[config.mk]
export PLATFORM = sky130hd
export DESIGN_NAME = load_store_unit
export DESIGN_NICKNAME = d
export VERILOG_FILES = /design/src/rtl/load_store_unit_pkg.sv /design/src/rtl/lsu_merge.sv /design/src/rtl/load_store_unit.sv
export SDC_FILE = /design/constraint.sdc
export NUM_CORES = 1
export LEC_CHECK = 0
export ABC_CLOCK_PERIOD_IN_PS = 2200
export BUFFER_PORTS_ARGS = -buffer_cell sky130_fd_sc_hd__buf_4
export CORE_ASPECT_RATIO = 0.9
export CORE_MARGIN = 4
export CORE_UTILIZATION = 30
export CTS_CLUSTER_SIZE = 8
export DETAILED_ROUTE_END_ITERATION = 10
export PLACE_DENSITY = 0.57
export SYNTH_ARGS = -nofsm -noshare
export SYNTH_HDL_FRONTEND = slang
export SYNTH_SLANG_ARGS = --single-unit
[constraint.sdc]
create_clock -name clk -period 2.2 [get_ports clk]
set_input_delay 0.44 -clock clk [delete_from_list [all_inputs] [get_ports clk]]
set_output_delay 0.44 -clock clk [all_outputs]
set_load 0.05 [all_outputs]
[src/rtl/load_store_unit_pkg.sv]
// Shared types for the load/store unit: Memory port modes, MIPS load/store op codes,
// FSM state encoding and the op decode / alignment helpers.
package load_store_unit_pkg;

    typedef enum logic [2:0] {
        NONE      = 3'd0,
        BYTE      = 3'd1,
        HALFWORD  = 3'd2,
        WORD      = 3'd3,
        WORDLEFT  = 3'd4,
        WORDRIGHT = 3'd5
    } MemoryModes;

    // Codes 12..15 are undefined and decode to no memory access.
    typedef enum logic [3:0] {
        LB = 4'd0, LBU, LH, LHU, LW, LWL, LWR, SB, SH, SW, SWL, SWR
    } lsu_op_t;

    typedef enum logic [1:0] {
        IDLE   = 2'd0,
        ACCESS = 2'd1,
        RESP   = 2'd2
    } lsuState_t;

    typedef struct packed {
        MemoryModes writeMode;
        MemoryModes readMode;
        logic       unsignedLoad;
        logic       isLoad;
    } opDecode_t;

    function automatic opDecode_t decodeOp(input lsu_op_t op);
        opDecode_t d;
        d = '{writeMode: NONE, readMode: NONE, unsignedLoad: 1'b0, isLoad: 1'b0};
        case (op)
            LB:      begin d.readMode = BYTE;      d.isLoad = 1'b1; end
            LBU:     begin d.readMode = BYTE;      d.isLoad = 1'b1; d.unsignedLoad = 1'b1; end
            LH:      begin d.readMode = HALFWORD;  d.isLoad = 1'b1; end
            LHU:     begin d.readMode = HALFWORD;  d.isLoad = 1'b1; d.unsignedLoad = 1'b1; end
            LW:      begin d.readMode = WORD;      d.isLoad = 1'b1; end
            LWL:     begin d.readMode = WORDLEFT;  d.isLoad = 1'b1; end
            LWR:     begin d.readMode = WORDRIGHT; d.isLoad = 1'b1; end
            SB:      d.writeMode = BYTE;
            SH:      d.writeMode = HALFWORD;
            SW:      d.writeMode = WORD;
            SWL:     d.writeMode = WORDLEFT;
            SWR:     d.writeMode = WORDRIGHT;
            default: ;
        endcase
        return d;
    endfunction

    function automatic logic isAligned(input lsu_op_t op, input logic [1:0] low);
        logic ok;
        case (op)
            LH, LHU, SH: ok = ~low[0];
            LW, SW:      ok = (low == 2'b00);
            default:     ok = 1'b1;
        endcase
        return ok;
    endfunction

endpackage

[src/rtl/lsu_merge.sv]
// Combines Memory's pre-shifted LWL/LWR read data with the old rt value;
// every other load passes straight through.
module lsu_merge
    import load_store_unit_pkg::*;
(
    input  lsu_op_t     op,
    input  logic [1:0]  k,
    input  logic [31:0] memData,
    input  logic [31:0] rtOld,
    output logic [31:0] result
);

    logic [31:0] mask;

    always_comb begin
        mask = 32'hFFFF_FFFF;
        case (op)
            LWL: begin
                case (k)
                    2'd0:    mask = 32'hFF00_0000;
                    2'd1:    mask = 32'hFFFF_0000;
                    2'd2:    mask = 32'hFFFF_FF00;
                    default: mask = 32'hFFFF_FFFF;
                endcase
            end
            LWR: begin
                case (k)
                    2'd0:    mask = 32'hFFFF_FFFF;
                    2'd1:    mask = 32'h00FF_FFFF;
                    2'd2:    mask = 32'h0000_FFFF;
                    default: mask = 32'h0000_00FF;
                endcase
            end
            default: mask = 32'hFFFF_FFFF;
        endcase
        result = (memData & mask) | (rtOld & ~mask);
    end

endmodule

[src/rtl/load_store_unit.sv]
// Load/store initiator: accepts one request, drives Memory for a single ACCESS cycle,
// then holds a registered response until writeback takes it.
module load_store_unit
    import load_store_unit_pkg::*;
#(
    parameter int ADDR_W = 32,
    parameter int DATA_W = 32
) (
    input  logic              clk,
    input  logic              rst,
    input  logic              req_valid,
    output logic              req_ready,
    input  logic [3:0]        req_op,
    input  logic [ADDR_W-1:0] req_address,
    input  logic [DATA_W-1:0] req_store_data,
    input  logic [DATA_W-1:0] req_rt_old,
    output logic              resp_valid,
    input  logic              resp_ready,
    output logic [DATA_W-1:0] resp_load_data,
    output logic              resp_is_load,
    output logic              resp_addr_error,
    output logic [ADDR_W-1:0] resp_bad_vaddr,
    output logic [ADDR_W-1:0] mem_address,
    output logic [DATA_W-1:0] mem_data,
    output MemoryModes        mem_writeMode,
    output MemoryModes        mem_readMode,
    output logic              mem_unsignedLoad,
    input  logic [DATA_W-1:0] mem_dataOutput
);

    // Handshake: a request transfers on a rising edge where req_valid && req_ready,
    // a response transfers where resp_valid && resp_ready; resp_* hold until then.
    lsuState_t        state, stateNext;
    logic             accept, captureResp, releaseResp;
    lsu_op_t          reqOp, opQ;
    opDecode_t        dec;
    logic             reqErr, isLoadQ, errQ;
    logic [ADDR_W-1:0] addrQ;
    logic [DATA_W-1:0] rtOldQ, mergedData;

    assign reqOp  = lsu_op_t'(req_op);
    assign dec    = decodeOp(reqOp);
    assign reqErr = ~isAligned(reqOp, req_address[1:0]);
    assign accept = req_valid && req_ready;

    always_ff @(posedge clk) begin
        if (rst) state <= IDLE;
        else     state <= stateNext;
    end

    always_comb begin
        stateNext = state;
        case (state)
            IDLE:    if (req_valid) stateNext = ACCESS;
            ACCESS:  stateNext = RESP;
            RESP:    if (resp_ready) stateNext = req_valid ? ACCESS : IDLE;
            default: stateNext = IDLE;
        endcase
    end

    always_comb begin
        req_ready   = (state == IDLE) || ((state == RESP) && resp_ready);
        captureResp = (state == ACCESS);
        releaseResp = (state == RESP) && resp_ready;
    end

    lsu_merge u_merge (
        .op      (opQ),
        .k       (addrQ[1:0]),
        .memData (mem_dataOutput),
        .rtOld   (rtOldQ),
        .result  (mergedData)
    );

    // mem_* are loaded only on an accept edge, so they are idle outside ACCESS.
    always_ff @(posedge clk) begin
        if (rst) begin
            opQ              <= LB;
            addrQ            <= '0;
            rtOldQ           <= '0;
            isLoadQ          <= 1'b0;
            errQ             <= 1'b0;
            mem_address      <= '0;
            mem_data         <= '0;
            mem_writeMode    <= NONE;
            mem_readMode     <= NONE;
            mem_unsignedLoad <= 1'b0;
        end else if (accept) begin
            opQ              <= reqOp;
            addrQ            <= req_address;
            rtOldQ           <= req_rt_old;
            isLoadQ          <= dec.isLoad;
            errQ             <= reqErr;
            mem_address      <= req_address;
            mem_data         <= (!reqErr && dec.writeMode != NONE) ? req_store_data : '0;
            mem_writeMode    <= reqErr ? NONE : dec.writeMode;
            mem_readMode     <= reqErr ? NONE : dec.readMode;
            mem_unsignedLoad <= !reqErr && dec.unsignedLoad;
        end else begin
            mem_address      <= '0;
            mem_data         <= '0;
            mem_writeMode    <= NONE;
            mem_readMode     <= NONE;
            mem_unsignedLoad <= 1'b0;
        end
    end

    always_ff @(posedge clk) begin
        if (rst || (releaseResp && !captureResp)) begin
            resp_valid      <= 1'b0;
            resp_load_data  <= '0;
            resp_is_load    <= 1'b0;
            resp_addr_error <= 1'b0;
            resp_bad_vaddr  <= '0;
        end else if (captureResp) begin
            resp_valid      <= 1'b1;
            resp_load_data  <= (isLoadQ && !errQ) ? mergedData : '0;
            resp_is_load    <= isLoadQ;
            resp_addr_error <= errQ;
            resp_bad_vaddr  <= errQ ? addrQ : '0;
        end
    end

endmodule

# [Word level (Yosys, flattened, before mapping)]
# Cells that the tools add are included.
[word_totals] register_bits=210 input_bits=136 out_inout_bits=139
[op_classes] eq_ne=19 n_mux=14 n_bitwise=8 n_reduce_logical=25
[op_table] op="$pmux W32 S3" n=1
[op_table] op="$pmux W24 S3" n=1
[op_table] op="$and A32 B32 Y32" n=2
[op_table] op="$mux W32" n=2
[op_table] op="$pmux W32 S2" n=1
[op_table] op="$not A32 Y32" n=1
[op_table] op="$or A32 B32 Y32" n=1
[op_table] op="$pmux W3 S5" n=2
[op_table] op="$eq A4 B3 Y1 const B" n=6
[op_table] op="$eq A4 B4 Y1 const B" n=4
[op_table] op="$reduce_or A2 Y1" n=5
[op_table] op="$reduce_or A3 Y1" n=3
[op_table] op="$eq A4 B2 Y1 const B" n=2
[op_table] op="$reduce_or A7 Y1" n=1
[op_table] op="$logic_and A1 B1 Y1" n=6
[op_table] op="$logic_not A2 Y1" n=3
[op_table] op="$pmux W2 S3" n=1
[op_table] op="$eq A2 B1 Y1 const B" n=2
[op_table] op="$eq A2 B2 Y1 const B" n=2
[op_table] op="$eq A4 B1 Y1 const B" n=1
[op_table] op="$logic_not A4 Y1" n=1
[op_table] op="$mux W2" n=2
[op_table] op="$ne A2 B2 Y1 const B" n=2
[op_table] op="$not A1 Y1" n=4
[op_table] op="other kinds (6)" n=10

# [Logic depth before layout (Yosys ltp)]
[depth] word_depth=7 ltp_mapped=6

# [Cells and area by module]
# A second synthesis with hierarchy kept.
[hier_totals] cells_unflattened=789 area_unflattened_um2=7315.8
[by_module_without_submodules] module="load_store_unit" instances=1 cells_each=745 area_each_um2=6826.5
[by_module_without_submodules] module="lsu_merge" instances=1 cells_each=44 area_each_um2=489.2

# [Worst setup path after synthesis]
# Ideal clock, no wire load.
[synth_timing] path_kind="in2reg" startpoint="input req_op[3]" endpoint="register mem_data[10]" setup_ns=0.059 arrival_ns=1.788 path_slack_ns=0.353 path_stages=6 n_path_buf=2 cell_sequence="buf_2 -> nor4bb_1 -> or4b_4 -> a211oi_4 -> buf_6 -> and2_1"
[synth_between] elab_chain_len=6
[synth_lines] item="start, declared" line="load_store_unit.sv:13" source="input logic [3:0] req_op,"
[synth_lines] item="$eq A4 B4 Y1, or another cell as far along" line="load_store_unit_pkg.sv:35" source="case (op)"
[synth_lines] item="$pmux W3 S5, or another cell as far along" line="load_store_unit_pkg.sv:35"
[synth_lines] item="$reduce_bool A3 Y1 or $pmux W1 S2 (tied branches)" line="load_store_unit.sv:95, load_store_unit_pkg.sv:55"
[synth_lines] item="$logic_and A1 B1 Y1 (*)" line="load_store_unit.sv:95" source="mem_data <= (!reqErr && dec.writeMode != NONE) ? req_store_data : '0;"
[synth_lines] item="$not A1 Y1 (no source line) (*)"
[synth_lines] item="$reduce_or A3 Y1 (no source line) (*)"
[synth_lines] item="end signal, assigned" line="load_store_unit.sv:95"
[synth_lines] item="end, declared" line="load_store_unit.sv:24" source="output logic [DATA_W-1:0] mem_data,"
# Every way passes the cells marked *; elsewhere a longest branch is shown, timed or not.
# A chain may end at the register's enable or synchronous reset.

# [Final worst setup path]
[layout_timing] startpoint="register state[1]" endpoint="output req_ready"
[layout_between] elab_chain_len=3
[layout_lines] item="start, declared" line="load_store_unit.sv:33" source="lsuState_t state, stateNext;"
[layout_lines] item="start signal, assigned" line="load_store_unit.sv:48" source="else state <= stateNext;"
[layout_lines] item="$eq A2 B2 Y1" line="load_store_unit.sv:62" source="req_ready = (state == IDLE) || ((state == RESP) && resp_ready);"
[layout_lines] item="$logic_and A1 B1 Y1" line="load_store_unit.sv:62"
[layout_lines] item="$logic_or A1 B1 Y1 (*)" line="load_store_unit.sv:62"
[layout_lines] item="end, declared" line="load_store_unit.sv:12" source="output logic req_ready,"
# Marks and branches as above.

==> summary.txt <==
outcome: complete, no violations
Synth warnings: 0
Fill cells: 2367
Sw Ratio: 24.3%
Max Slew Vio Count: 0
relative slew slack: 48.3%
layout cells sized above 1: 31.4%
die span in y: 155 um
clock latency on the worst-skew pair: 0.53 ns
Routed Wire Length: 22.1 mm
fin crit period: 1.84 ns
Yosys cell types: 39
Die W: 172 um
DRC: 0
PD cells: 852 nW/um2
largest net degree at the start of global routing: 72
Worst Path Required: 1.76 ns
worst hold stages: 2
hpwl dp: 15.0 mm
CP max stage delay: 0.40 ns
vias per cell: 4.69
Worst Path Max Fanout: 5
CTS Root Cell: clkbuf_16
post-synthesis register bit count: 210
die area: 26700 um2
initial drt markers: 260
combinational power share: 10.2%
pre-CTS setup slack: 0.233 ns
Post-CTS Resized: 0
Worst setup SP type: flip-flop
clock share of power: 44.4%
CTS tree: done
unrepaired setup endpoints after global routing: false
Final GP Congestion: 0.722
reg-to-reg slack, setup: 0.46 ns
Hold EP: mem_data[14]
Layout Nets: 1195
Area after DPL: 9570 um2
sum of negative setup slack: 0 ns
mapped cell area: 7240 um2
syn_nets: 939
# setup viols final: 0
clock-pin slew on the worst setup and hold paths: 0.05 ns
top cell types by occurrence after synthesis: dfxtp_1 (210), nand2_1 (194), a21oi_1 (104), nand3_1 (65), clkbuf_1 (57)
Hold Startpoint: req_store_data[14]
Worst Clk Skew: 0.0111 ns
most numerous cell in the Yosys netlist: dfxtp_1
period utilization: 83.9%
vias in the first global route: 6345
Pint: 6.68 mW
CP Buf/Inv Count: 1
row count: 53
RR Startpoint: opQ[2]
Final Util: 44.0%
final hold vios: 0
first-pass GRT wire length: 34.8 mm
Tightest Hold Check Type: in2reg
Tightest Pin Transition: 0.774 ns
Gate Count Post-Synth: 803
Max Clk Rate: 542 MHz
crit path DAT: 1.40 ns
antenna viol nets, final: 0
synth top area cells: dfxtp_1 (58%), nand2_1 (10%), a21oi_1 (7.2%)
Layout Cells excl Fill: 1362
CTS Buf Count: 30
EDFF count, synth: 0
Post-CTS Setup Inserts: 0
Ports: 275
Flop pwr share: 45.4%
detailed-route wire length per cell: 16.2 um
total iterations of the first detailed-routing run: 4
cells along the critical path: nor2b_1 -> nor2_1 -> buf_4
CTS Sinks: 210
Starting Density: 30.7%
Final WS setup: 0.355 ns
top cell type's share of synthesized area: 58.1%
Psw: 2.15 mW
Main synth FF type: dfxtp_1
grt total ovfl: 0
ant diodes: 0
Seq/Total Area, Yosys: 58.1%
post-cts hold buffer count: 0
placed insts: 1329
total track usage: 16.1%
Max Root-Sink Buffers: 3
Setup CP Type: reg2out
H-tree depth: 1
Port Buffers: 274
Max rail drop VDD: 0.581 mV
initial antenna violation count: 0
Worst Reg-to-Reg Cells: 4
crit end category: output port
syn_area_per_cell: 9.01 um2
Yosys top cell by area: dfxtp_1
Worst path top cell family by delay: flip-flops
vias: 6388
Synth-to-Final Area Change: 43.1%
Slowest cell on crit path: dfxtp_1
Worst R2R End: resp_load_data[29]
max-cap violations: 0
leak pwr: 4.55 nW
Core ar.: 23500 um2
asr flop ratio synth: 0%
cell area after layout: 10400 um2
-- power groups by stage --
stage	sequential [mW]	clock, mW	combinational [mW]
detailed placement	4.08	0	0.918
finish	4.00	3.92	0.901
global placement	4.08	0	0.911
global route	4.01	4.19	0.983
CTS	4.00	4.06	0.918
floorplan	4.23	0	0.347
-- logic make-up (layout without fill, tap and decap cells) --
group / Yosys count / after routing / share of synthesized area [%]
AO/OA/AOI/OAI: 148 / 148 / 12.2
multiplexers: 16 / 16 / 2.21
buffers and inverters: 67 / 324 / 3.93
AND/OR/NAND/NOR: 361 / 361 / 23.4
XOR/XNOR: 1 / 1 / 0.121
flip-flops: 210 / 210 / 58.1
-- per-layer routing --
| metal | up-vias | routed length, um | global-route usage, % |
|---|---|---|---|
| li1 | 3201 | - | - |
| met1 | 2938 | 9470 | 20.4 |
| met2 | 220 | 10100 | 26.2 |
| met3 | 29 | 2180 | 6.15 |
| met4 | 0 | 425 | 3.39 |
| met5 | - | 0 | 0 |
-- worst register-to-register path, stage by stage (launching register included) --
cell	delay, ns
dfxtp_1	0.33
nor2b_1	0.42
o2111ai_1	0.50
nand3_1	0.24
a31oi_1	0.10
-- through the flow --
step / total power, mW / hold WS [ns]
after floorplan: 4.58 / 0.432
after detailed placement: 5.00 / 0.446
final: 8.82 / 0.109
after global placement: 4.99 / 0.439
after global routing: 9.19 / 0.0841
after CTS: 8.98 / 0.0743
-- area by class of cell --
cell class | count | area (um2) | area share, %
flip-flops and latches | 210 | 4200 | 40.6
multi-input cells | 526 | 2780 | 26.9
repair buffers | 288 | 2200 | 21.2
clock buffers | 31 | 754 | 7.29
well taps | 302 | 378 | 3.65
clock inverters | 2 | 23.8 | 0.230
inverters | 3 | 11.3 | 0.109
-- worst max path at each step --
stage	from	to	slack (ns)	depth (start not counted)
3_3_place_gp	req_valid	mem_data[11]	0.25	6
4_1_cts	state[1]	req_ready	0.32	3
3_5_place_dp	req_valid	mem_data[2]	0.23	6
2_1_floorplan	req_op[3]	mem_data[10]	0.35	6
5_1_grt	opQ[2]	resp_load_data[29]	0.26	4
6_report	state[1]	req_ready	0.36	3
-- registers in the layout, summed over array words and instances, names as in the netlist --
name	flops
addrQ	32
resp_is_load	1
errQ	1
resp_valid	1
mem_unsignedLoad	1
resp_load_data	32
mem_writeMode	3
mem_data	32
opQ	4
mem_address	32
rtOldQ	32
state	2
resp_bad_vaddr	32
resp_addr_error	1
mem_readMode	3
isLoadQ	1
-- cells in the final DEF, fill, tap and decap left out, drive strengths merged, types with 10 or more instances in the layout --
cell type,instances
and3,32
clkbuf,31
o2bb2ai,16
a31oi,16
and2,35
nor2,10
buf,288
mux2i,16
dfxtp,210
nand3,65
nand2,194
a21oi,104
(Power assumes the default switching activity.)
